[src/rtl/led_array_pkg.sv]
// Shared defaults for the LED array driver and the scan-index width rule.
// The x port carries one extra bit so out-of-range scan values can be represented.
package led_array_pkg;

    localparam int DEF_ROWS = 5;
    localparam int DEF_COLS = 5;
    localparam int DEF_N    = 5;

    function automatic int x_width(input int n);
        return $clog2(n) + 1;
    endfunction

endpackage

[src/rtl/decoder_onehot.sv]
// Column decoder: one-hot of i_in when enabled, all zero when disabled or i_in >= OUT.
// Purely combinational; no handshake.
module decoder_onehot #(
    parameter int WIDTH = 4,
    parameter int OUT   = 5
) (
    input  logic             i_ena,
    input  logic [WIDTH-1:0] i_in,
    output logic [OUT-1:0]   o_out
);

    // Compare at integer width so indices beyond OUT never alias onto a valid column.
    for (genvar k = 0; k < OUT; k++) begin : g_dec
        assign o_out[k] = i_ena && (int'(i_in) == k);
    end

endmodule

[src/rtl/led_array_driver.sv]
// Multiplexed LED array scan driver: selects column x and drives that column's row bits.
// One-cycle registered latency; no handshake, caller sequences x.
module led_array_driver
    import led_array_pkg::*;
#(
    parameter int ROWS = DEF_ROWS,
    parameter int COLS = DEF_COLS,
    parameter int N    = DEF_N
) (
    input  logic                     clk,
    input  logic                     rst,
    input  logic                     ena,
    input  logic [ROWS*COLS-1:0]     cells,
    input  logic [x_width(N)-1:0]    x,
    output logic [ROWS-1:0]          rows,
    output logic [COLS-1:0]          cols
);

    localparam int XW = x_width(N);

    if (ROWS < 1 || COLS < 1 || N < COLS) begin : g_param_check
        $error("led_array_driver: need ROWS>=1, COLS>=1 and N>=COLS");
    end

    logic [COLS-1:0] w_col_sel;
    logic [ROWS-1:0] w_row_drv;
    logic [ROWS-1:0] r_rows;
    logic [COLS-1:0] r_cols;

    decoder_onehot #(
        .WIDTH (XW),
        .OUT   (COLS)
    ) u_col_dec (
        .i_ena (ena),
        .i_in  (x),
        .o_out (w_col_sel)
    );

    // AND-OR mux with the one-hot select: a blanked column forces every row low.
    for (genvar r = 0; r < ROWS; r++) begin : g_row_mux
        assign w_row_drv[r] = |(w_col_sel & cells[r*COLS +: COLS]);
    end

    always_ff @(posedge clk or negedge rst) begin
        if (!rst) begin
            r_rows <= '0;
            r_cols <= '0;
        end else begin
            r_rows <= w_row_drv;
            r_cols <= w_col_sel;
        end
    end

    assign rows = r_rows;
    assign cols = r_cols;

endmodule

[config.mk]
export PLATFORM = sky130hd
export DESIGN_NAME = led_array_driver
export DESIGN_NICKNAME = d
export VERILOG_FILES = /design/src/rtl/led_array_pkg.sv /design/src/rtl/decoder_onehot.sv /design/src/rtl/led_array_driver.sv
export SDC_FILE = /design/constraint.sdc
export NUM_CORES = 1
export LEC_CHECK = 0
export CAP_MARGIN = 10
export CELL_PAD_IN_SITES_DETAIL_PLACEMENT = 0
export CELL_PAD_IN_SITES_GLOBAL_PLACEMENT = 1
export CORE_ASPECT_RATIO = 0.75
export CORE_MARGIN = 2
export CORE_UTILIZATION = 24
export DETAILED_ROUTE_END_ITERATION = 8
export PLACE_DENSITY = 0.86
export SLEW_MARGIN = 20
export SYNTH_ARGS = -nofsm -noshare
export SYNTH_HDL_FRONTEND = slang
export SYNTH_SLANG_ARGS = --single-unit
[constraint.sdc]
create_clock -name clk -period 0.95 [get_ports clk]
set_input_delay 0.095 -clock clk [delete_from_list [all_inputs] [get_ports clk]]
set_output_delay 0.095 -clock clk [all_outputs]
set_load 0.01 [all_outputs]
* After elaboration in Yosys (flattened, before gate mapping) *
Cells that the tools add are included.
Widths: inputs -> output; s select.

operators by class
  reduce and logical (&&, ||, !) cells = 11
  bitwise logic cells = 5
  equality and inequality tests = 4

operators by type and width
  kind                count
  $and 5x5->5         5
  $reduce_or 5->1     5
  $eq 4x3->1 const B  2
  $logic_and 1x1->1   5
  $eq 4x2->1 const B  1
  $eq 4x4->1 const B  1
  $logic_not 4->1     1

word-level totals
  register bits after elaboration = 10
  word-level logic and storage cells = 22
  bits of input ports = 32
  output and inout port bits = 10

* Depth between registers and ports, before layout *
Gate-level depths: netlist (run 1).

  depth after elaboration = 4
  gate-level depth with buffers = 5
  mapped depth without buffers = 3

* By module *
Synthesis (run 1) repeated with hierarchy kept, for this count alone.

second synthesis, totals
  cells, all modules = 31
  area total of the unflattened synthesis = 421.7 um2

modules (own cells, without submodules)
  module            cells each  area an instance (um2)  instances  seq. area each (um2)
  led_array_driver  25          356.6                   1          250.2
  decoder_onehot    6           65.1                    1          0.0

* Worst setup path after synthesis (run 1) *
Ideal clock, no wire load.

  kind = in2reg
  from = input port x[1]
  to = register r_rows[0] (netlist: rows[0])
  stages on the path = 4
  data arrival time = 0.735 ns
  required time = 0.820 ns
  path slack = 0.085 ns
  path buffers = 1
  setup time = 0.130 ns
  path through = buf_2 mux2_2 nand3_1 nand4_1

between the ends
  cells in the longest elaborated chain, start to end = 4
  elaborated cells between the ends (all ways) = 12
  classes of those cells = eq/ne (4); bitwise (1); reduce/logical (7)

ends and longest elaborated chain
  what                                RTL line                text
  start, declared                     led_array_driver.sv:14  input logic [x_width(N)-1:0] x,
  $eq 4x2->1 (tied with other cells)  decoder_onehot.sv:14    assign o_out[k] = i_ena && (int'(i_in) == k);
  $logic_and 1x1->1                   decoder_onehot.sv:14
  $and 5x5->5 *                       led_array_driver.sv:41  assign w_row_drv[r] = |(w_col_sel & cells[r*COLS +: COLS]);
  $reduce_or 5->1 *                   led_array_driver.sv:41
  named net w_row_drv[0]              led_array_driver.sv:26  logic [ROWS-1:0] w_row_drv;
  end signal, assigned                led_array_driver.sv:49  r_rows <= w_row_drv;
  end, declared                       led_array_driver.sv:27  logic [ROWS-1:0] r_rows;

The timed path passes the listed nets; every way through them passes the cells marked *.

* Final worst setup path (run 1) *
  from = input port x[0]
  to = register r_rows[4] (netlist: rows[4])

Same word-level chain as after synthesis.

==> results of run 1 <==
## routing by layer
| layer | wire, um | vias up | part of all wire | track usage |
|---|---|---|---|---|
| met4 | 11 | 0 | 0.0066 | 0.0545 |
| met1 | 670 | 281 | 0.40 | 0.154 |
| li1 | - | 303 | - | - |
| met2 | 835 | 29 | 0.50 | 0.237 |
| met5 | 0 | - | 0 | 0 |
| met3 | 144 | 2 | 0.087 | 0.0341 |
## stage by stage
| stage | setup WS, ns | hold WS [ns] |
|---|---|---|
| finish | 0.0725 | 0.143 |
| global route | 0.0111 | 0.181 |
| CTS | 0.00111 | 0.156 |
| detailed placement | -0.620 | 0.427 |
| global placement | -0.565 | 0.416 |
| floorplan | 0.0846 | -0.201 |
## critical path, delay by kind of cell
kind	cells	cell delay (ns)
multiplexers	1	0.37
AND/OR/NAND/NOR	2	0.20
buffers and inverters	1	0.33
## layout make-up
type,count,area (um^2)
fillers,210,1100
clock buffers,3,22.5
multi-input cells,40,280
well taps,24,30.0
repair buffers,48,405
flip-flops and latches,10,250
## synth_stat cells
cell type	n
sky130_fd_sc_hd__nor2b_1	2
sky130_fd_sc_hd__mux2_2	5
sky130_fd_sc_hd__nor3b_4	1
sky130_fd_sc_hd__buf_6	1
sky130_fd_sc_hd__buf_2	3
sky130_fd_sc_hd__and3_1	2
sky130_fd_sc_hd__nand3_1	12
sky130_fd_sc_hd__nand4b_1	3
sky130_fd_sc_hd__nand2_1	1
sky130_fd_sc_hd__nand4_1	10
sky130_fd_sc_hd__nor2_1	2
sky130_fd_sc_hd__and2_1	2
sky130_fd_sc_hd__dfrtp_1	10
## state kept, by name (all words and copies together), names as in the netlist
name,flops
cols,5
rows,5
## report_power, final
| group | switching, W | internal, W |
|---|---|---|
| combinational | 0.0000946 | 0.000160 |
| sequential | 0.00000328 | 0.000438 |
| clock | 0.000123 | 0.000145 |
## cells by family after synthesis
kind of cell	Yosys count
and+or+nand+nor	35
DFF	10
muxes	5
buffers and inverters	4
## what timing repair did
| action | in CTS | in global routing |
|---|---|---|
| hold buffers | 0 | 0 |
| pin swaps | 3 | 0 |
| resized for setup | 29 | 13 |
| setup endpoints to repair | 18 | 15 |
| buffers inserted | 0 | 0 |
| cloned | 2 | 0 |
## path summary, 6_finish.rpt
kind | slack (ns) | to | from | cells past startpoint
min in group clk | 0.28 | rows[3] | x[1] | 3
max in group asynchronous | 0.51 | cols[3] | rst | 1
min | 0.14 | rows[0] | rst | 1
max | 0.07 | rows[4] | x[0] | 4
==> load_flow_metrics.sql, run 1 <==
INSERT INTO impl_metrics (metric_group, metric, value, unit) VALUES
('yosys', 'share_of_cell_area_taken_by_muxes_after_synthesis', '0.103', ''),
('final_layout', 'fraction_of_layout_instances_using_a_drive_strength_above_1', '0.277', ''),
('global_routing', 'global_route_wire_length_before_repair', '2660', 'um'),
('floorplanning', 'coreArea', '2080', 'um^2'),
('global_routing', 'pin_count_of_the_biggest_net_entering_global_routing', '13', ''),
('routing', 'route.vias.total', '615', ''),
('sta', 'final_setup_fails', '0', ''),
('final_layout', 'final_nets', '135', ''),
('critical_path', 'crit_path_end_kind', 'flip-flop', ''),
('sta', 'fin_crit', '0.878', 'ns'),
('yosys', 'yosys.area.top_type_share', '0.456', ''),
('sta', 'timing.slew.headroom', '0.718', ''),
('sta', 'timing_max_transition_violations_final', '0', ''),
('floorplanning', 'chipHeight', '45.4', 'um'),
('outcome', 'result_of_the_run', 'finished, final reports clean', ''),
('yosys', 'synth_top_cells_by_area', 'sky130_fd_sc_hd__dfrtp_1 46%, sky130_fd_sc_hd__nand4_1 11%, sky130_fd_sc_hd__nand3_1 11%', ''),
('clock_tree', 'total_cts_buffers', '3', ''),
('sta', 'rsz0062_at_grt', 'false', ''),
('sta', 'worst_slew_pin_slew', '0.422', 'ns'),
('yosys', 'synth_xor_area_frac', '0', ''),
('routing', 'detail_route.vias_per_cell', '4.92', ''),
('placement', 'detailed_place_hpwl', '1330', 'um'),
('routing', 'first_iter_violations', '16', ''),
('global_routing', 'antenna_found_initial', '0', ''),
('power', 'cellLeakagePower', '0.453', 'nW'),
('placement', 'routability_driven_placement_congestion_ratio', '0.726', ''),
('global_routing', 'grt_remaining_overflow', '0', ''),
('final_layout', 'layout-area-overhead-vs-synth', '80.0', '%'),
('critical_path', 'critPathRequiredTime', '1.07', 'ns'),
('routing', 'finalWirelength', '1660', 'um'),
('floorplanning', 'core.rowCount', '14', ''),
('yosys', 'synth.yosys.seq_area_share', '0.456', ''),
('power', 'power-per-cell-area', '976', 'nW/um^2'),
('final_layout', 'num_antenna_cells', '0', ''),
('clock_tree', 'ctsRootBufferMaster', 'sky130_fd_sc_hd__clkbuf_4', ''),
('clock_tree', 'clk_pin_slew_worst_paths', '0.06', 'ns'),
('placement', 'io_buf_count', '41', ''),
('sta', 'final_clock_period_utilization_by_the_worst_path', '0.924', ''),
('global_routing', 'via_count_of_the_first_global_routing_pass', '628', ''),
('critical_path', 'critical_path.startpoint_type', 'primary input', ''),
('routing', 'drc_errors', '0', ''),
('floorplanning', 'die_w', '59.2', 'um'),
('yosys', 'syn_inst', '54', ''),
('critical_path', 'cp_slowest_cell', 'sky130_fd_sc_hd__mux2_2', ''),
('yosys', 'avg_inst_size_synth', '10.2', 'um^2'),
('critical_path', 'crit_path_cells', 'dlygate4sd2_1 -> mux2_2 -> nand3_1 -> nand4_1', ''),
('final_layout', 'final_cell_mix', '26 x sky130_fd_sc_hd__clkdlybuf4s50_1, 12 x sky130_fd_sc_hd__nand3_1, 10 x sky130_fd_sc_hd__nand4_1, 10 x sky130_fd_sc_hd__dfrtp_1, 10 x sky130_fd_sc_hd__clkbuf_2', ''),
('yosys', 'ys.warnings.count', '0', ''),
('sta', 'finalHoldViolations', '0', ''),
('routing', 'drt-wirelength-per-cell', '13.3', 'um'),
('critical_path', 'critical_path_arrival', '0.99', 'ns'),
('final_layout', 'final_common_cell', 'sky130_fd_sc_hd__clkdlybuf4s50_1', ''),
('sta', 'achievable-frequency', '1140', 'MHz'),
('final_layout', 'final_cell_count_no_fill', '125', ''),
('yosys', 'post_synth_and_or_nand_nor_area_fraction', '0.394', ''),
('sta', 'post_route_setup_tns', '0', 'ns'),
('yosys', 'synth_area', '549', 'um^2'),
('floorplanning', 'num_io_pins', '42', ''),
('clock_tree', 'max-clock-path-buffers', '2', ''),
('global_routing', 'grt_usage', '0.133', ''),
('worst_hold_path', 'min_path_type', 'in2async', ''),
('yosys', 'synth-adder-area-share', '0', ''),
('final_layout', 'finish.instance_area', '988', 'um^2'),
('clock_tree', 'tritoncts', 'done', ''),
('job', 'drv_cap', '0', ''),
('floorplanning', 'die_area', '2690', 'um^2'),
('routing', 'drtPass1Iterations', '4', ''),
('yosys', 'number_of_synthesized_register_bits', '10', ''),
('yosys', 'number_of_distinct_standard_cells_referenced_by_the_synthesized_netlist', '13', ''),
('critical_path', 'cp_slowest_stage_delay', '0.37', 'ns'),
('critical_path', 'critical_path_class', 'in2reg', '');
Note: power is estimated with default switching activity, not from simulation.
==> inputs of run 2 (changes only) <==
--- a/config.mk
+++ b/config.mk
@@ -9,10 +9,11 @@
 export CELL_PAD_IN_SITES_DETAIL_PLACEMENT = 0
 export CELL_PAD_IN_SITES_GLOBAL_PLACEMENT = 1
 export CORE_ASPECT_RATIO = 0.75
-export CORE_MARGIN = 2
+export CORE_MARGIN = 5
 export CORE_UTILIZATION = 24
 export DETAILED_ROUTE_END_ITERATION = 8
 export PLACE_DENSITY = 0.86
+export RECOVER_POWER = 100
 export SLEW_MARGIN = 20
 export SYNTH_ARGS = -nofsm -noshare
 export SYNTH_HDL_FRONTEND = slang
==> run 2 against run 1 <==
Compared with the run above:
- wire length grew 11%
- worst hold slack better by 0.068 ns
- die area rose by 25%
- largest power group unchanged
- sequential power about the same
- highest routed layer unchanged
==> load_flow_metrics.sql, run 2 (synthesized netlist as in run 1, its figures left out) <==
INSERT INTO impl_metrics (metric_group, metric, value, unit) VALUES
('routing', 'finalWirelength', '1850', 'um'),
('floorplanning', 'die_area', '3360', 'um^2'),
('sta', 'finalHoldViolations', '0', ''),
('critical_path', 'crit_path_cells', 'clkdlybuf4s15_1', ''),
('critical_path', 'critical_path.startpoint_type', 'flip-flop', ''),
('sta', 'timing_max_transition_violations_final', '0', ''),
('sta', 'worst_slew_pin_slew', '0.426', 'ns'),
('power', 'max-vdd-ir-drop', '0.000279', 'V'),
('clock_tree', 'max-clock-path-buffers', '2', ''),
('routing', 'first_iter_violations', '16', ''),
('routing', 'route.vias.total', '618', ''),
('sta', 'achievable-frequency', '1080', 'MHz'),
('sta', 'fin_ws', '0.0258', 'ns'),
('critical_path', 'critPathRequiredTime', '0.85', 'ns'),
('clock_tree', 'total_cts_buffers', '3', ''),
('sta', 'final_clock_period_utilization_by_the_worst_path', '0.973', ''),
('critical_path', 'critical_path_arrival', '0.83', 'ns'),
('sta', 'fin_crit', '0.924', 'ns'),
('floorplanning', 'num_io_pins', '42', ''),
('floorplanning', 'core.rowCount', '15', ''),
('floorplanning', 'chipHeight', '51.4', 'um'),
('final_layout', 'final_cell_mix', '25 x sky130_fd_sc_hd__clkdlybuf4s50_1, 12 x sky130_fd_sc_hd__nand3_1, 10 x sky130_fd_sc_hd__nand4_1, 10 x sky130_fd_sc_hd__dfrtp_1, 8 x sky130_fd_sc_hd__clkbuf_1', ''),
('final_layout', 'postLayoutCoreUtil', '0.455', ''),
('routing', 'drtPass1Iterations', '4', ''),
('global_routing', 'global_route_wire_length_before_repair', '2730', 'um'),
('global_routing', 'grt_usage', '0.110', ''),
('critical_path', 'critPathTopFamily', 'flip-flops', ''),
('sta', 'final_setup_fails', '0', ''),
('power', 'cellLeakagePower', '0.434', 'nW'),
('sta', 'worst_case_hold_slack', '0.211', 'ns'),
('clock_tree', 'cts_num_sinks', '10', ''),
('critical_path', 'crit_path_end_kind', 'primary output', ''),
('routing', 'drc_errors', '0', ''),
('placement', 'detailed_place_hpwl', '1430', 'um'),
('clock_tree', 'clk_pin_slew_worst_paths', '0.06', 'ns'),
('global_routing', 'via_count_of_the_first_global_routing_pass', '590', ''),
('clock_tree', 'tritoncts', 'done', ''),
('floorplanning', 'initial_core_util', '0.246', ''),
('floorplanning', 'coreArea', '2230', 'um^2'),
('critical_path', 'critical_path_class', 'reg2out', ''),
('sta', 'post_route_setup_tns', '0', 'ns'),
('worst_hold_path', 'min_path_type', 'in2async', ''),
('routing', 'detail_route.vias_per_cell', '4.94', ''),
('global_routing', 'antenna_found_initial', '0', ''),
('critical_path', 'cp_slowest_cell', 'sky130_fd_sc_hd__dfrtp_1', ''),
('final_layout', 'num_antenna_cells', '0', ''),
('placement', 'routability_driven_placement_congestion_ratio', '0.706', ''),
('final_layout', 'final_nets', '134', ''),
('final_layout', 'finish.instance_area', '1020', 'um^2'),
('job', 'drv_cap', '0', ''),
('clock_tree', 'htreeDepth', '1', ''),
('power', 'power-per-cell-area', '961', 'nW/um^2'),
('critical_path', 'critPathBufInv', '1', ''),
('floorplanning', 'die_w', '65.2', 'um'),
('sta', 'rsz0062_at_grt', 'false', ''),
('critical_path', 'cp_slowest_stage_delay', '0.35', 'ns'),
('final_layout', 'fraction_of_layout_instances_using_a_drive_strength_above_1', '0.190', ''),
('placement', 'post_dp_cell_area', '1010', 'um^2'),
('routing', 'drt.antenna.violating_nets', '0', ''),
('placement', 'io_buf_count', '41', ''),
('global_routing', 'pin_count_of_the_biggest_net_entering_global_routing', '13', ''),
('clock_tree', 'ctsRootBufferMaster', 'sky130_fd_sc_hd__clkbuf_4', ''),
('final_layout', 'final_common_cell', 'sky130_fd_sc_hd__clkdlybuf4s50_1', ''),
('sta', 'timing.slew.headroom', '0.715', ''),
('routing', 'drt-wirelength-per-cell', '14.8', 'um'),
('final_layout', 'layout-area-overhead-vs-synth', '85.0', '%'),
('global_routing', 'grt_remaining_overflow', '0', ''),
('placement', 'dpl_ws', '-0.576', 'ns'),
('outcome', 'result_of_the_run', 'finished, final reports clean', ''),
('critical_path', 'critical_path_peak_fanout', '1', ''),
('clock_tree', 'ctsHoldBuffers', '0', '');
[run 2: worst paths after layout]
check,start,endpoint,cells past startpoint
worst min-delay path,rst,cols[2],1
min in group clk,x[1],rows[0],3
worst max-delay path,cols[3],cols[3],1
max in group asynchronous,rst,cols[1],1
[run 2: layer usage]
metal	GRT usage	up-vias	part of all wire
met5	0	-	0
met4	0.0414	0	0.0054
met1	0.125	284	0.42
li1	-	299	-
met2	0.197	33	0.51
met3	0.0308	2	0.069
[run 2: layout make-up]
type	instances	area, um^2
clock buffer	3	22.5
fill	215	1220
multi-input combinational	40	280
sequential	10	250
tap	25	31.3
timing repair buffer	47	432
[run 2: through the flow]
stage	total power (W)	instances
after global placement	0.000715	120
after floorplan	0.000526	54
after global routing	0.00102	125
after detailed placement	0.000718	120
final	0.000976	125
after CTS	0.000989	125
[run 2: report_power, final]
group	total [W]	internal [W]	switching (W)
logic	0.000266	0.000170	0.0000963
clock network	0.000268	0.000145	0.000123
registers	0.000442	0.000439	0.00000330
total	0.000976	0.000754	0.000222
[run 2: repair_timing]
action / 4_1_cts / 5_1_grt
endpoints found under the hold margin: 0 / 0
endpoints found under the setup margin: 19 / 8
buffers inserted: 1 / 0
cloned: 1 / 0
gates resized for setup: 31 / 8
pin swaps: 2 / 0
==> inputs of run 3 (changes only) <==
--- a/config.mk
+++ b/config.mk
@@ -11,6 +11,7 @@
 export CORE_ASPECT_RATIO = 0.75
 export CORE_MARGIN = 5
 export CORE_UTILIZATION = 24
+export CTS_CLUSTER_DIAMETER = 40
 export DETAILED_ROUTE_END_ITERATION = 8
 export PLACE_DENSITY = 0.86
 export RECOVER_POWER = 100
==> results of run 3 <==
No change in the layout: final DEF, timing and power equal those of run 2.
